**config.mk**
```make
export PLATFORM = sky130hd
export DESIGN_NAME = inst_fetch_buf
export DESIGN_NICKNAME = d
export VERILOG_FILES = /design/src/rtl/inst_fetch_buf.sv
export SDC_FILE = /design/constraint.sdc
export NUM_CORES = 1
export LEC_CHECK = 0
export BUFFER_PORTS_ARGS = -buffer_cell sky130_fd_sc_hd__buf_2
export CAP_MARGIN = 5
export CORE_MARGIN = 5
export CORE_UTILIZATION = 40
export CTS_CLUSTER_SIZE = 16
export DETAILED_ROUTE_END_ITERATION = 10
export SLEW_MARGIN = 25
export SYNTH_ARGS = -nofsm -noshare
export SYNTH_HDL_FRONTEND = slang
export SYNTH_SLANG_ARGS = --single-unit
```
**constraint.sdc**
```tcl
create_clock -name clk -period 5.37 [get_ports clk]
set_input_delay 0.2685 -clock clk [delete_from_list [all_inputs] [get_ports clk]]
set_output_delay 0.2685 -clock clk [all_outputs]
set_load 0.05 [all_outputs]
```
**src/rtl/inst_fetch_buf.sv**
```systemverilog
// Instruction fetch buffer: FIFO of {pc, inst} pairs with branch/jal pre-decode on the head entry.
// Optional macro FETCH_BUF_BYPASS_EN adds a zero-latency empty-buffer bypass from in_* to out_*.
module inst_fetch_buf #(
  parameter int DEPTH = 4
) (
  input  logic                       clk,
  input  logic                       rst,
  input  logic                       flush,
  input  logic                       in_valid,
  output logic                       in_ready,
  input  logic [31:0]                in_pc,
  input  logic [31:0]                in_inst,
  output logic                       out_valid,
  input  logic                       out_ready,
  output logic [31:0]                out_pc,
  output logic [31:0]                out_inst,
  output logic                       out_is_branch,
  output logic                       out_is_jal,
  output logic [31:0]                out_target,
  output logic [$clog2(DEPTH+1)-1:0] count
);

  localparam int PW = $clog2(DEPTH);
  localparam int CW = $clog2(DEPTH+1);
  localparam logic [CW-1:0] FULL = CW'(DEPTH);

  localparam logic [6:0] OP_BRANCH = 7'b1100011;
  localparam logic [6:0] OP_JAL    = 7'b1101111;
  localparam logic [2:0] F3_BEQ    = 3'b000;
  localparam logic [2:0] F3_BLT    = 3'b100;

  logic [31:0]   pc_mem   [DEPTH];
  logic [31:0]   inst_mem [DEPTH];
  logic [PW-1:0] wr_ptr, rd_ptr;
  logic          empty, byp, push, pop;
  logic          is_br, is_jal;
  logic signed [31:0] imm;
  logic [31:0]   target;

  function automatic logic signed [31:0] imm_b(input logic [31:0] inst);
    return {{19{inst[31]}}, inst[31], inst[7], inst[30:25], inst[11:8], 1'b0};
  endfunction

  function automatic logic signed [31:0] imm_j(input logic [31:0] inst);
    return {{11{inst[31]}}, inst[31], inst[19:12], inst[20], inst[30:21], 1'b0};
  endfunction

  assign empty    = (count == '0);
  assign in_ready = (count != FULL);

`ifdef FETCH_BUF_BYPASS_EN
  assign byp = empty && in_valid;
`else
  assign byp = 1'b0;
`endif

  assign out_valid = (!empty || byp) && !flush;
  assign out_pc    = byp ? in_pc   : pc_mem[rd_ptr];
  assign out_inst  = byp ? in_inst : inst_mem[rd_ptr];

  // A bypassed word taken by decode in the same cycle never enters storage.
  assign pop  = out_valid && out_ready && !byp;
  assign push = in_valid && in_ready && !flush && !(byp && out_ready);

  always_ff @(posedge clk) begin
    if (rst || flush) begin
      wr_ptr <= '0;
      rd_ptr <= '0;
      count  <= '0;
    end else begin
      if (push) wr_ptr <= wr_ptr + PW'(1);
      if (pop)  rd_ptr <= rd_ptr + PW'(1);
      if (push && !pop)      count <= count + CW'(1);
      else if (pop && !push) count <= count - CW'(1);
    end
  end

  always_ff @(posedge clk) begin
    if (push) begin
      pc_mem[wr_ptr]   <= in_pc;
      inst_mem[wr_ptr] <= in_inst;
    end
  end

  // Pre-decode of the head word; flags and target are masked when nothing is presented.
  always_comb begin
    is_br  = (out_inst[6:0] == OP_BRANCH) &&
             ((out_inst[14:12] == F3_BEQ) || (out_inst[14:12] == F3_BLT));
    is_jal = (out_inst[6:0] == OP_JAL);
    imm    = is_jal ? imm_j(out_inst) : imm_b(out_inst);
    target = out_pc + $unsigned(imm);
  end

  assign out_is_branch = out_valid && is_br;
  assign out_is_jal    = out_valid && is_jal;
  assign out_target    = (out_valid && (is_br || is_jal)) ? target : 32'h0;

endmodule

```
==> run summary, run 1 <==
At the pin with the least slew margin, the transition time is 0.7694 ns. The analysis attributes to cell leakage a power of 5.347 nW. Port buffering added 171 buffers. The tools report the max-slew violation count as 0. Global routing finished with a remaining overflow of 0. The logs give 0.493 for the sequential fraction of design power and 195.5 MHz for the maximum clock frequency. Summed over all instances, the cell type with the most area after synthesis is edfxtp_1. Across the VDD grid, the largest voltage drop is 0.2144 mV. The share of cell area taken by muxes after synthesis is 0.1303, and the share of final-layout standard cells stronger than drive strength 1 is 0.3428. The logs give 7209 for the number of global-route vias before repair and 1211 for the count of placed standard cells including taps. Summing over every cut layer, the via total after detailed routing is 6872.

For the required time of the worst setup path, the log shows 5.10 ns. The site row count was 62. The detail route stage leaves a number of antenna-violating nets equal to 0. For this block, wires on met1 add up to 12980 microns.

The count of distinct cell types in the synthesized netlist is 51. The DRC violation count after routing was 0; the arrival time of the worst setup path was 4.85 ns. The H-tree depth was 1; the number of synthesized register bits was 265. The total power density per cell area works out to 319.5 mW/mm^2.

The path category of the worst min-delay check is in -> reg. The largest net degree at the start of global routing is 65, and the total CTS buffers is 28. The number of iterations in the first detailed-routing pass is 7, and the final worst-path cycle share is 0.9525. The starting density of the core came out at 0.4043. Number of endpoints failing setup at the final stage: 0.

The number of nets in the synthesized netlist is 779. The area fraction in compound gates after synthesis was 0.05557; the total clock sinks was 265. Area enclosed by the die boundary: 0.03243 sq mm. After filler insertion, the fill cell instance count of the layout stands at 2395. Detailed routing placed a total of 12560 microns of wire on met2.

The flow ran to the end, and the final reports show no timing, DRC or antenna violations. For the finished layout, the period the worst path requires is 5.115 ns. The total net switching power came out at 1.130 mW. From synthesis to final layout, the design area changed by 26.95%. Leaving out fill and tap cells, the most frequent cell in the layout is edfxtp_1.

Across the routed clock network, the largest skew measured is 0.005478 ns. The uppermost layer routed was met4. In the layout the commonest cells are edfxtp_1, buf_2, dlygate4sd3_1, mux4_2, nor2_1. The share of the synthesized area in the top cell type was 0.6643; the number of warnings reported in the yosys synthesis log was 0. The global-route usage over all layers is 0.1657. The part of the total power dissipated in combinational logic is 0.117.

The clock root buffer master was clkbuf_16. After the flow finishes, the layout carries non-filler instances totaling 1338. The average via count per standard cell came out at 5.136.

Primary flip-flop cell chosen by synthesis mapping: edfxtp_1. The largest incremental delay on the critical path is 0.54 ns, and the die height is 180.1 microns. Counting flops with a built-in enable in the synthesized netlist gives 256. The final number of hold-violating endpoints came out at 0. The clock share of power was 0.390; the routability congestion estimate from global placement was 0.8443. For the top-level I/O count, the log shows 172.

Most frequent cell on the critical path: inv_1. The worst max-slew margin expressed relative to the limit came out at 0.4871. The tool flagged a number of max-cap violations equal to 0. The cell count after synthesis was 671; the antenna cell count was 0. The internal portion of the total power is 3.565 mW. In this run the worst path has a maximum fanout of 14. TritonCTS built the clock tree. The tools report the type of destination of the critical path as an output pin.

The simple-gate share of the synthesized area works out to 0.05309. The initial antenna violation count was 0; the mean area per synthesized cell was 17.25 sq um. STA classifies the critical path startpoint as a flip-flop. After the first detailed-routing iteration, the DRC count stood at 486. The worst setup path is of the reg -> out kind. The floorplan step set the die width to 180.1 microns. The tools report the placed wire-length estimate as 17940 microns. In the detailed route, the total length drawn on met3 is 1815 microns. The clock reaches the later pin of the worst-skew pair after 0.54 ns.

The first-pass GRT wire length is 42610 microns, and the post-synthesis share of cell area spent on xor and xnor gates is 0.02119. The maximum clock insertion buffer count is 3. The floorplan core area was 0.02863 sq mm. The fraction of power spent switching nets works out to 0.2406. The final core area utilization was 0.5132. Walking the worst path, the cells encountered are mux4_2, nor4bb_4, buf_4, inv_1, nor2_4, buf_12, mux2_1, ha_1, inv_1, fa_1, nor2b_1, o31ai_2, a21oi_2, o211ai_1, nand2_1, a311oi_2, o21a_1, o21ba_2, buf_6. At the end of the flow, the number of nets in the layout was 1041. The adder and majority cell fraction of the synthesized area is 0.04346.

The mean routed wirelength per cell is 20.72 microns, and the post-layout instance area is 0.01469 sq mm. The critical-path cell with the highest stage delay was mux4_2. Once placement finished, the instance area stood at 0.01292 sq mm. By area, the combinational part of the netlist is dominated by multiplexers. The run gives 0.01157 sq mm as the post-synth design cell area. After synthesis, the cell types taking the most area are edfxtp_1, mux4_2, ha_1.

The share of async-settable or async-resettable flops after synthesis is 0, and the sequential cell area fraction in the yosys report is 0.6799. After clock tree synthesis, the clock-pin slew on the worst setup and hold paths is 0.06 ns. The wire length after detailed routing came out at 27720 microns.
[per-layer routing]
layer  GRT usage  up-vias
li1            -     3198
met1      0.2376     3454
met2      0.2636      191
met3     0.04178       29
met4     0.02813        0
met5           0        -
[synth_stat cells, drive strengths merged (5+ instances only)]
cell type	count
clkbuf	13
mux2	5
dfxtp	9
a31oi	5
inv	16
xnor2	13
xor2	15
nor3	10
ha	37
o21ai	13
and2	7
nor2	46
o21a	6
nand2	32
mux4	64
nand3	8
a21oi	29
a21o	24
edfxtp	256
buf	14
[power by group through the flow]
stage	registers, mW	clock network, mW	logic, mW
2_1_floorplan	2.36	0	0.344
3_3_place_gp	2.36	0	0.500
3_5_place_dp	2.36	0	0.499
4_1_cts	2.32	1.87	0.542
5_1_grt	2.32	1.97	0.595
6_report	2.32	1.83	0.550
[critical path: cells and delay by family, from the launching register on]
kind / cells / cell delay [ns]
fa+ha+maj: 2 / 0.39
compound gates: 6 / 1.36
mux: 2 / 0.87
buf+inv: 5 / 0.59
simple gates: 4 / 0.69
flops: 1 / 0.40
[cells by family (layout without fill, tap and decap cells)]
group                      count (synthesis)  after routing
DFF                                      265            265
and+or+nand+nor                          127            127
AOI/OAI and AO/OA                         99             99
muxes                                     70             70
buffers and inverters                     43            326
adders and majority gates                 39             39
xor gates and xnor gates                  28             28
[stage by stage]
stage                     power [mW]  hold WS [ns]  setup TNS, ns  worst slack, ns
after global placement         2.860        0.4849              0           0.4315
final                          4.694       0.08589              0           0.2550
after global routing           4.878       0.08598       -0.01096         -0.01096
after CTS                      4.733       0.07050              0         0.008713
after floorplan                2.708        0.3674              0           0.4437
after detailed placement       2.860        0.4870              0           0.4046
[area by class of cell]
class	instances	area, sq um	area share
repair buffers	259	1824	0.1242
clock buffers	36	760.7	0.05178
inverters	16	60.06	0.004088
flip-flops and latches	265	7875	0.5360
well taps	384	480.5	0.03270
clock inverters	15	118.9	0.008091
multi-input cells	363	3572	0.2431
[sequential cells by signal (all words and copies together) (netlist names), named ones only]
name and count:
wr_ptr 2, pc_mem 128, rd_ptr 2, inst_mem 128, count 3
[timing repair]
action / in CTS / in global routing
pin swaps: 0 / 4
hold buffers: 65 / 0
hold endpoints to repair: 257 / 0
setup buffers: 0 / 7
setup endpoints to repair: 6 / 12
cloned: 0 / 1
gates resized for setup: 7 / 12
[final timing paths]
check                           startpoint             end  slack, ns  cells past startpoint
worst max-delay path             flip-flop  out_target[29]       0.26                     19
worst max register to register    count[0]        count[2]       3.00                     10
worst min register to register   wr_ptr[1]       wr_ptr[1]       0.51                      2
worst min-delay path                   rst       wr_ptr[1]       0.09                      3
(Power assumes the default switching activity.)
==> inputs of run 2 (changes only) <==
CORE_MARGIN = 2   (was 5)
CORE_UTILIZATION = 57   (was 40)
PLACE_DENSITY = 0.8   (was unset)
REMOVE_ABC_BUFFERS = 1   (was unset)
==> run 2 against run 1 <==
Against the previous run: die area decreased by 34%; worst hold slack improved by 0.0013 ns; core utilization increased by 20 points; clock power increased by 3%; power increased by 0.89%; non-clock buffer count decreased by 11; combinational power decreased by 3%; first-iteration DRC count decreased by 28%; critical endpoint is now out_target[19]; largest cell class unchanged; largest power group unchanged.
==> run summary, run 2 (same netlist as run 1, synthesis figures left out) <==
For the largest net degree at the start of global routing, the log shows 65. The floorplan core area was 0.02010 sq mm. The actual slew at the worst max-slew pin works out to 1.011 ns. The most common library cell in the layout ignoring fill and taps was edfxtp_1. For the maximum vdd drop, the log shows 0.3023 mV. From synthesis to final layout, the design area changed by 24.37%. The run gives 0 as the final number of hold-violating endpoints.

The worst register-to-register path has a depth of 10. Between clock sinks in the finished design, the worst skew comes to 0.02074 ns. Along the worst hold path, the cell count comes to 3.

The max-capacitance violation count was 0. In this run the critical register-to-register path is launched from count[0]. The final-layout fill cell count was 1240. The net count of the finished layout is 1030.

The die is 146.5 microns wide. The longest clock path from root to sink contains 3 buffers. The run gives 7239 as the number of global-route vias before repair. Global-route usage over all layers: 0.2396.

Hold path startpoint: rst. The required time of the worst setup path was 5.10 ns. The logs give 5.257 nW for the static leakage power and 0 for the number of endpoints failing setup at the final stage.

The later pin in the worst-skew pair is clocked with a latency of 0.54 ns. Setup total negative slack on the finished layout was measured at 0 ns. For the global-route congestion overflow total, the log shows 0. Power spread over the standard cell area amounts to 329.1 mW/mm^2. For the number of iterations in the first detailed-routing pass, the log shows 5.

The detailed router finished its first iteration with 352 violations. The tools report the max-slew violation count as 0. The path category of the worst min-delay check was in -> reg.

Setup slack closes at 0.2186 ns. Die height: 146.5 microns. The worst setup path is captured at an output pin. The root buffer cell chosen for the clock tree is clkbuf_16. The overall via count from detail_route was 6976; the first-pass GRT wire length was 39650 microns. H-tree depth: 1. The initial antenna violation count was 1. The routed design uses 12950 microns of met2 wire. Leaving out fill and tap cells, the most frequent cells in the layout are edfxtp_1, buf_2, dlygate4sd3_1, mux4_2, nor2_1. In the routed design, unresolved DRC markers number 0. The tools report the area enclosed by the die boundary as 0.02146 sq mm. The routability congestion estimate from global placement is 0.8419. The average via count per standard cell was 5.742. TritonCTS built the clock tree. Placed wire-length estimate: 15980 microns. The starting density of the core is 0.5756.

Subtracting the final worst setup slack from the clock period gives 5.151 ns. The startpoint type of the worst setup path is a flip-flop. The wire length after detailed routing is 25750 microns. For this design the top-level I/O count stands at 172. The number of clock buffers added by TritonCTS is 28.

The run gives 194.1 MHz as the maximum clock frequency. The clock-pin slew on the worst setup and hold paths was 0.06 ns. Uppermost layer routed: met4.

The largest registers in the layout are inst_mem x128, pc_mem x128, count x3. The share of final-layout standard cells stronger than drive strength 1 was 0.3390. The final worst-path cycle share is 0.9593, and the pre-CTS setup slack is 0.2722 ns. In this run the remaining antenna-violating nets after routing total 0. The worst setup path is of the reg -> out kind. The total clock sinks was 265. The run gives 10330 microns as the wire length the detailed router placed on met1. The worst max-slew margin expressed relative to the limit is 0.3257, and the worst hold slack is 0.08718 ns.

Detailed routing placed a total of 1759 microns of wire on met3. The number of buffers inserted by port buffering is 171, and the arrival time of the worst setup path is 4.88 ns. Dividing the detail-routed wire length by the instance count gives 21.19 microns.

The run finished with clean final reports. After floorplanning, the core was divided into 52 placement rows. Along the worst path, the maximum fanout reaches 9.
[run 2: area by class of cell]
| cell class | instances | area (sq um) | area share |
|---|---|---|---|
| diodes | 1 | 2.502 | 0.0001739 |
| multi-input cells | 363 | 3592 | 0.2496 |
| repair buffers | 248 | 1614 | 0.1121 |
| clock inverters | 20 | 197.7 | 0.01374 |
| well taps | 270 | 337.8 | 0.02347 |
| clock buffers | 32 | 715.7 | 0.04973 |
| inverters | 16 | 60.06 | 0.004173 |
| flip-flops and latches | 265 | 7873 | 0.5470 |
[run 2: metal layers]
layer	track usage	vias up
met5	0	-
met1	0.3188	3481
li1	-	3176
met4	0.07476	0
met3	0.04313	54
met2	0.4087	265
[run 2: where the power goes]
group          switching, mW  internal [mW]  leakage [nW]
combinational          0.333          0.199          2.42
clock                  0.780           1.11         0.436
sequential            0.0109           2.31          2.40
total                   1.12           3.61          5.26
[run 2: critical path, stage by stage, from the launching register on]
cell and delay, ns:
dfxtp_4 0.44, mux4_2 0.57, nor4bb_4 0.31, inv_1 0.13, nor2_4 0.22, buf_4 0.15, mux2_2 0.32, ha_1 0.32
nor2b_2 0.19, o31ai_2 0.27, a21oi_2 0.13, o21ai_1 0.27, o21ai_0 0.22, a31oi_1 0.26, xor2_1 0.09, nor2_1 0.14
buf_2 0.29
[run 2: what timing repair did]
item | CTS | global route
pin swaps | 1 | 3
gates resized for setup | 4 | 20
setup buffers | 1 | 3
setup endpoints to repair | 6 | 11
endpoints found under the hold margin | 257 | 0
hold buffers | 65 | 0
[run 2: worst paths after layout]
path | endpoint | slack [ns]
min | wr_ptr[1] | 0.09
min reg2reg | wr_ptr[1] | 0.50
max | out_target[19] | 0.22
max reg2reg | count[2] | 3.00
[run 2: through the flow]
step,cells,utilization,power (mW),instance area [sq um]
after floorplan,644,-,2.707,11440
after global placement,1093,0.6322,2.832,12710
after detailed placement,1093,0.6322,2.841,12710
after CTS,1211,0.7113,4.748,14300
after global routing,1215,0.7159,4.887,14390
final,1215,0.7159,4.736,14390
==> inputs of run 3 (changes only) <==
ABC_AREA = 1   (was unset)
CORE_UTILIZATION = 56   (was 57)
PLACE_DENSITY = 0.78   (was 0.8)
==> run 3 against run 2 <==
Against the previous run: die area is 11% higher; register-to-register slack worse by 0.49 ns; routed wire length increased by 18%; clock skew is 0.0046 ns lower; clock power is 12% lower; combinational power up 18%; core utilization fell by 2.3 points; worst hold slack got worse by 0.060 ns; non-clock buffer count is 1 lower.
==> run summary, run 3 <==
The number of synthesized register bits is 265, and the post-synth design cell area is 0.01264 sq mm. In the layout the commonest cells are nand2_1, edfxtp_1, nor2_1, buf_2, inv_1. The largest total area in the synthesized netlist belongs to edfxtp_1. Counting cells, the worst reg-to-reg path comes to 7. The H-tree depth came out at 1. The layout overhead on the synthesized area works out to 20.28%.

The routability congestion estimate from global placement was 0.9308. Sequential cell area fraction in the yosys report: 0.6223. After legalization and detailed placement, the total HPWL measured 20160 microns. The library cell used most frequently in the layout, excluding fill and tap cells, is nand2_1. For this run, the leading register cell type out of synthesis is edfxtp_1.

The logs give 0.2515 for the global-route usage over all layers and 4.53 ns for the arrival time of the worst setup path. The commonest cells after synthesis are nand2_1, edfxtp_1, nor2_1. The path category of the worst min-delay check was in -> reg.

The tools report the worst hold slack as 0.02753 ns. In this run the static leakage power is 6.485 nW. The post-layout instance area came out at 0.01521 sq mm. VDD sags by at most 0.2988 mV. In this run the clock root is driven by a clkbuf_16.

Among all cell types in the netlist, the one instantiated most often is nand2_1. The largest fanout on the critical path is 47. Total power density per cell area: 303.3 mW/mm^2. The horizontal die dimension was 154.3 microns; the global-route congestion overflow total was 0. The later pin in the worst-skew pair is clocked with a latency of 0.53 ns. The count of distinct cell types in the synthesized netlist is 34. Pre-CTS setup slack: 0.9053 ns. The logs give 0 for the DRC violation count after routing and 0 for the number of endpoints failing setup at the final stage.

The worst max-slew margin expressed relative to the limit was 0.3397; the total CTS buffers was 26. The slack of the worst reg-to-reg path is 2.51 ns, and the share of final-layout standard cells stronger than drive strength 1 is 0.1589. By area the synthesized netlist is led by edfxtp_1, nand2_1, nor2_1. The startpoint of the most critical register-to-register path is count[0].

172 I/O pins were placed. The share of async-settable or async-resettable flops after synthesis is 0. The final route contains 9776 vias.

The logs give 0.02196 sq mm for the floorplan core area and 0 for the number of warnings reported in the yosys synthesis log. By startpoint and endpoint, the worst setup path is classified as reg -> out. Across the run, the number of max-cap violations was 0.

In this run the vertical extent of the chip is 154.3 microns. For the pin with the worst max-slew slack, the measured transition is 0.9905 ns. Yosys mapped a number of flops with a built-in enable equal to 256. The worst hold path begins at in_valid. The die covers 0.02379 sq mm. Once detail routing completed, the nets flagged for antenna violations numbered 0.

Dividing the detail-routed via count by the number of cells gives 5.401. The mean area per synthesized cell is 9.892 sq um. Mean routed wirelength per cell: 16.79 microns. Startpoint type of the worst setup path: a flip-flop. The total cell area at the placement stage is 0.01376 sq mm. The run gives 1810 as the final cell count without fillers. The number of iterations in the first detailed-routing pass is 7, and the maximum clock insertion buffer count is 3.

The type of destination of the critical path is an output pin. For this block, the routed nets add up to 30380 microns of wire. For the finished layout, the period the worst path requires is 4.798 ns.

Setup repair after global routing left no endpoint under its margin. For the maximum clock frequency, the log shows 208.4 MHz. The clock-pin slew on the worst setup and hold paths was 0.06 ns. The starting density of the core was 0.5757. Input and output buffers added on the ports amount to 171.

In the final layout, the registers with the most flip-flops are inst_mem x128, pc_mem x128, count x3. Entering global routing, the biggest net connects 101 pins. The logs give 265 for the total clock sinks and 0.5723 ns for the slack of the critical path. TritonCTS built the clock tree. The number of setup buffers added after CTS is 0. The first global-routing pass estimated 47240 microns of wire.

The run gives 0 as the final number of hold-violating endpoints. The worst hold path was traced through 3 stages. The tools report the required time of the worst setup path as 5.10 ns. Synthesis produced 1278 cells.

For the count of nets after finishing, the log shows 1617. Worst hold endpoint: wr_ptr[0]. The capturing point of the worst reg2reg path was inst_mem[0][28].

The site row count is 54. The share of the synthesized area in the top cell type is 0.6081, and the final core area utilization is 0.6925. The flow ran to the end, and the final reports show no timing, DRC or antenna violations. The final worst-path cycle share came out at 0.8934. Once placement completed, the tool counted placed cells totaling 1695. The initial antenna violation count is 1, and the post-route clock skew is 0.01610 ns. The logs give 0 for the max-slew violation count and 9259 for the number of global-route vias before repair. The detailed router finished its first iteration with 866 violations.
-- run 3: cell types whose count changed in the layout (fill, tap and decap cells not counted), moves of 22 or more --
cell	previous run	this run
a21o_1	24	2
inv_1	16	144
mux4_2	64	0
nand2_1	32	299
nand3_1	8	44
nor2_1	45	177
o21ai_0	11	109
o22ai_1	0	49
-- run 3: logic make-up after synthesis --
| logic type | count (synthesis) | synth area share |
|---|---|---|
| AOI/OAI and AO/OA | 211 | 0.09056 |
| xor gates and xnor gates | 14 | 0.009699 |
| adders and majority gates | 39 | 0.03979 |
| buffers and inverters | 193 | 0.06146 |
| DFF | 265 | 0.6223 |
| and+or+nand+nor | 556 | 0.1762 |
-- run 3: layer usage --
layer	up-vias	part of all wire	wire (microns)	GRT usage
met5	-	0	0	0
met4	0	0.016	472	0.05908
met3	38	0.076	2295	0.04343
met2	388	0.50	15070	0.4354
met1	4572	0.41	12550	0.3360
li1	4778	-	-	-
-- run 3: metrics by stage --
step,total power [mW],setup TNS (ns)
6_report,4.612,0
5_1_grt,4.782,0
4_1_cts,4.632,0
3_5_place_dp,2.946,0
3_3_place_gp,2.938,0
2_1_floorplan,2.776,-40.84
-- run 3: what timing repair did --
item,4_1_cts,5_1_grt
resized for setup,0,1
endpoints found under the hold margin,257,0
setup endpoints to repair,0,13
hold buffers,66,0
-- run 3: area by class of cell --
type | instances | area [sq um]
Clock buffer | 33 | 676.9
Timing Repair Buffer | 247 | 1604
Tap cell | 280 | 350.3
Multi-Input combinational cell | 820 | 4028
Fill cell | 1604 | 6753
Antenna cell | 1 | 2.502
Inverter | 149 | 564.3
Clock inverter | 15 | 107.6
Sequential cell | 265 | 7873
-- run 3: how the worst max path moves through the flow --
stage / startpoint / end / slack [ns] / cells after the start
3_5_place_dp: flip-flop / out_target[29] / 0.91 / 23
6_report: flip-flop / out_target[29] / 0.57 / 23
3_3_place_gp: flip-flop / out_target[29] / 1.01 / 23
2_1_floorplan: flip-flop / out_target[29] / -1.60 / 22
5_1_grt: flip-flop / out_target[29] / 0.11 / 23
4_1_cts: flip-flop / out_target[29] / 0.31 / 23
-- run 3: critical path, cell delays in order, from the launching register on --
cell and delay (ns):
dfxtp_4 0.63, inv_4 0.21, nand2_1 0.11, nand3_1 0.07, nand2_1 0.10, nand2_1 0.07, nor2_2 0.13, nand2_1 0.33
inv_1 0.23, nand2_1 0.07, nand2_1 0.07, ha_1 0.20, inv_1 0.07, fa_1 0.40, inv_1 0.11, nand3_1 0.07
nand3_1 0.13, nand3_1 0.09, nand3_1 0.18, nand2_1 0.13, nand3_1 0.10, nand2_1 0.06, nor2_1 0.14, buf_2 0.29
-- run 3: power breakdown --
group / internal (mW) / switching [mW]
combinational: 0.198 / 0.429
sequential: 2.31 / 0.0112
clock: 0.940 / 0.725
